===== src/rtl/alu_rr_arbiter.sv =====
// alu_rr_arbiter: round-robin sharing of one pipelined 64-bit ALU.
// Requester ids ride a tag pipeline matching the ALU latency.
module alu_rr_arbiter #(
  parameter int NREQ = 4,
  parameter int IDW  = 2,
  parameter int LAT  = 2
) (
  input  logic               clk,
  input  logic               rst,
  input  logic [NREQ-1:0]    req,
  input  logic [NREQ*64-1:0] req_a,
  input  logic [NREQ*64-1:0] req_b,
  input  logic [NREQ*4-1:0]  req_op,
  output logic [NREQ-1:0]    gnt,
  output logic [63:0]        alu_a,
  output logic [63:0]        alu_b,
  output logic [3:0]         alu_op,
  input  logic [63:0]        alu_z,
  input  logic               alu_carry,
  input  logic               alu_ovf,
  output logic [NREQ-1:0]    done,
  output logic [IDW-1:0]     done_id,
  output logic [63:0]        res_z,
  output logic               res_carry,
  output logic               res_ovf
);

  if (IDW != $clog2(NREQ) || NREQ < 2 || NREQ > 8 || LAT < 1)
  begin : g_param_chk
    $error("alu_rr_arbiter: inconsistent parameters");
  end

  typedef struct packed {
    logic           vld;
    logic [IDW-1:0] id;
  } tag_t;

  logic [IDW-1:0] ptr;
  logic [IDW-1:0] ptr_nxt;
  logic [IDW-1:0] win;
  logic [IDW-1:0] idx;
  logic           found;
  tag_t           tag_in;
  tag_t           tag_q [LAT];
  tag_t           tag_out;

  // Scan requests starting at ptr, wrapping modulo NREQ.
  always_comb begin
    gnt   = '0;
    win   = '0;
    idx   = '0;
    found = 1'b0;
    for (int k = 0; k < NREQ; k++) begin
      idx = IDW'((int'(ptr) + k) % NREQ);
      if (!found && req[idx]) begin
        found = 1'b1;
        win   = idx;
      end
    end
    if (found) gnt[win] = 1'b1;
  end

  // Pointer moves past the winner; NREQ need not be a power of two.
  always_comb begin
    ptr_nxt = ptr;
    if (found) begin
      if (win == IDW'(NREQ - 1)) ptr_nxt = '0;
      else                       ptr_nxt = win + IDW'(1);
    end
  end

  // Route the winner's operands; drive zeros when nobody issues.
  always_comb begin
    alu_a  = '0;
    alu_b  = '0;
    alu_op = '0;
    if (found) begin
      alu_a  = req_a[{win, 6'd0} +: 64];
      alu_b  = req_b[{win, 6'd0} +: 64];
      alu_op = req_op[{win, 2'd0} +: 4];
    end
  end

  // Tag entering the pipeline this cycle.
  always_comb begin
    tag_in = '0;
    if (found) begin
      tag_in.vld = 1'b1;
      tag_in.id  = win;
    end
  end

  // Round-robin pointer register.
  always_ff @(posedge clk or posedge rst) begin
    if (rst) ptr <= '0;
    else     ptr <= ptr_nxt;
  end

  // Tag shift register; never stalls since the ALU takes one op per cycle.
  always_ff @(posedge clk or posedge rst) begin
    if (rst) begin
      for (int k = 0; k < LAT; k++) tag_q[k] <= '0;
    end else begin
      tag_q[0] <= tag_in;
      for (int k = 1; k < LAT; k++) tag_q[k] <= tag_q[k-1];
    end
  end

  assign tag_out = tag_q[LAT-1];

  // Completion decoded from the last tag stage, aligned with alu_z.
  always_comb begin
    done    = '0;
    done_id = '0;
    if (tag_out.vld) begin
      done[tag_out.id] = 1'b1;
      done_id          = tag_out.id;
    end
  end

  // Result pass-through; Z is zeroed outside completion cycles.
  always_comb begin
    res_z     = (|done) ? alu_z : '0;
    res_carry = alu_carry;
    res_ovf   = alu_ovf;
  end

endmodule


===== config.mk =====
export PLATFORM = sky130hd
export DESIGN_NAME = alu_rr_arbiter
export DESIGN_NICKNAME = d
export VERILOG_FILES = /design/src/rtl/alu_rr_arbiter.sv
export SDC_FILE = /design/constraint.sdc
export NUM_CORES = 1
export LEC_CHECK = 0
export CORE_AREA = 8 8 307 309
export CTS_BUF_LIST = sky130_fd_sc_hd__clkbuf_8
export DETAILED_ROUTE_END_ITERATION = 10
export DIE_AREA = 0 0 315 317
export SLEW_MARGIN = 20
export SYNTH_ARGS = -nofsm -noshare
export SYNTH_HDL_FRONTEND = slang
export SYNTH_SLANG_ARGS = --single-unit
export TNS_END_PERCENT = 30

===== constraint.sdc =====
create_clock -name clk -period 2.7 [get_ports clk]
set_input_delay 0.54 -clock clk [delete_from_list [all_inputs] [get_ports clk]]
set_output_delay 0.54 -clock clk [all_outputs]
set_load 0.02 [all_outputs]

==> flow_summary_export.csv <==
group,metric,value,unit
run_status,outcome,"finished with violations",
run_status,violations,"negative setup slack",
placed_design,post-dp-hpwl,66.86,mm
detailed_routing,route.detailed.drc,0,
final_layout,fin_nets,2136,
pwr,power_density,804.6,nW/µm²
final_layout,syn2layout_area_growth,276.2,%
clock_network,cts.sinks,8,
grt,grt_use_total,0.1468,
min_path,holdPathEnd,"tag_out[0]",
timing,period_share,1.087,
final_layout,final_util,0.2073,
timing,holdWs,0.3474,ns
final_layout,drive_above_1_share,0.3468,
detailed_routing,ant_nets,0,
clock_network,cts_root_buf,"clkbuf_8",
final_layout,fin_area,18510,µm²
timing,fin_worst_skew,0.0006257,ns
timing,slew_headroom,0.6784,
detailed_routing,first_iter_violations,391,
floorplanning,io_pins,808,
setup_path,cp_slowest_cell,"dfrtp_2",
floorplanning,die_w,315,µm
detailed_routing,first_pass_iters,5,
setup_path,path_cells,"a21oi_2, o21ai_2, o2bb2a_4, buf_12, buf_16, buf_16, mux2i_4, buf_4, o22ai_2, buf_12",
setup_path,cp_max_fo,8,
clock_network,clkLatencyLatePin,0.24,ns
yosys,synth_commonest_cells,"264 x mux2i_1, 132 x o22ai_1, 70 x and2_1",
detailed_routing,wirelength,79.16,mm
floorplanning,die_h,317,µm
grt,grt-ovfl-total,0,
yosys,ys.warnings.count,0,
timing,tightest_slew,0.4818,ns
timing,min_period,2.934,ns
floorplanning,core-area,89320,µm²
setup_path,crit_type,"register to output port",
clock_network,cts.clk_slew.worst_paths,0.04,ns
min_path,worstHoldPathCells,0,
clock_network,htree_levels,1,
clock_network,cts_tree,"built",
grt,grt_pass1_wl,98.87,mm
timing,setup-tns-final,-17.90,ns
setup_path,r2r_end,"ptr[1]",
clock_network,holdBufCountCts,0,
yosys,synth_edf_count,0,
yosys,yosysUniqueCellTypes,27,
grt,use_met1,0.1768,
setup_path,critPathLaunchType,"register",
yosys,yosys_register_bits,8,
pwr,ir_drop,413.3,µV
setup_path,r2r_start,"ptr[1]",
yosys,yosysTopAreaCellShare,0.5370,
setup_path,cp_num_buf_inv,5,
min_path,min_from,"tag_q[3]",
timing,max_freq,0.3409,GHz
grt,use_met2,0.2603,
setup_path,slowest_delay,0.44,ns
clock_network,numCtsBuffers,3,
timing,slew_viol_final,0,
job,cap_violations,0,
grt,busiest_layer,"met2",
yosys,async_flop_share,1.000,
yosys,postSynthAreaPerCell,8.603,µm²
detailed_routing,vias,9260,
yosys,synth_ff_type,"dfrtp_1",
floorplanning,initial_utilization,0.05509,
grt,met3_usage,0.05086,
yosys,ys_seq_area_frac,0.04068,
grt,first_global_vias,9868,
setup_path,reg2reg_slack,0.63,ns
floorplanning,die_area,99860,µm²
pwr,leakagePower,7.174,nW
timing,hold_violations,0,
min_path,min_path_type,"register to register",
detailed_routing,via_per_inst,3.409,
detailed_routing,wl_per_cell,29.15,µm
timing,setup_ws,-0.2337,ns
grt,antenna_found_initial,41,
setup_path,arrival,2.39,ns
pwr,finalPower,0.01490,W
placed_design,io_buffers,803,
setup_path,worstRegToRegCells,9,
grt,grt_max_degree,41,
setup_path,required,2.16,ns
yosys,yosysTopAreaCell,"mux2i_1",
yosys,synth.area.top_cells,"mux2i_1 54%, o22ai_1 17%, and2_1 8.9%",
yosys,synthMostInstantiatedCell,"mux2i_1",
yosys,syn-cell-area,4921,µm²
clock_network,cts_buffer_depth,2,
timing,grt_setup_unrepaired,"yes",
yosys,syn_inst,572,
setup_path,cp_top_family,"buffers and inverters",
timing,setup_viol,132,
placed_design,placed_area,15620,µm²
placed_design,globalplace.congestion,0.8451,
yosys,synthesis.nets,1176,
setup_path,cp-end-kind,"output port",
floorplanning,row_count,110,
## through the flow
step                setup slack [ns]  cells
CTS                          -0.3168   2697
global route                 -0.3073   2710
detailed placement           -0.8925   2634
floorplan                     0.2966    572
finish                       -0.2337   2716
global placement             -0.9129   2634
## layout by cell type, fill, tap and decap left out, types with 28 or more instances in the layout
cell	n
clkdlybuf4s50_1	663
mux2i_1	181
buf_4	117
buf_6	80
buf_12	80
and2_1	68
o22ai_1	63
mux2i_4	55
o22ai_2	48
buf_2	39
mux2i_2	28
## worst reg2reg max path: cells and delay by family (launching register included)
family                     cells  cell delay [ns]
buffers and inverters          4             0.54
AOI/OAI and AO/OA              3             0.45
DFF                            1             0.42
adders and majority gates      1             0.27
muxes                          1             0.26
## power by group
part / total [W] / internal [W] / switching (W)
logic: 0.0145 / 0.00788 / 0.00667
registers: 0.000195 / 0.000162 / 0.0000330
clock network: 0.000154 / 0.0000991 / 0.0000552
## cell type report
type                       instances  area, µm²
fill                            9733      70810
sequential                         8      202.7
timing repair buffer            1024      11210
clock buffer                       3      41.29
antenna                            9      22.52
tap                             1176       1471
inverter                           6      22.52
multi-input combinational        489       5534
clock inverter                     1      3.754
## how the worst max path moves through the flow
stage,cells past startpoint,to,from
global placement,10,alu_b[5],req[0]
floorplan,7,alu_a[10],req[0]
finish,10,alu_b[45],ptr[1]
detailed placement,9,alu_a[52],req[0]
CTS,10,alu_b[15],ptr[1]
global route,10,alu_b[43],ptr[1]
## routing by layer
| metal | up-vias | share of wire |
|---|---|---|
| li1 | 4158 | - |
| met1 | 4430 | 0.40 |
| met2 | 534 | 0.49 |
| met3 | 98 | 0.091 |
| met4 | 40 | 0.011 |
| met5 | - | 0.0030 |
## logic make-up after synthesis
family	Yosys count	share of synthesized area
buffers and inverters	75	0.1208
muxes	266	0.5423
DFF	8	0.04068
AOI/OAI and AO/OA	142	0.1871
adders and majority gates	4	0.01017
and+or+nand+nor	77	0.09891
## what timing repair did
| item | CTS | global route |
|---|---|---|
| cloned | 19 | 3 |
| pin swaps | 21 | 43 |
| resized for setup | 591 | 161 |
| buffers inserted | 41 | 23 |
| setup endpoints to repair | 136 | 136 |
## flip-flops by register name (all words and copies together) (netlist names)
signal   cells
ptr          2
tag_q        3
tag_out      3
Note: power is estimated with default switching activity, not from simulation.
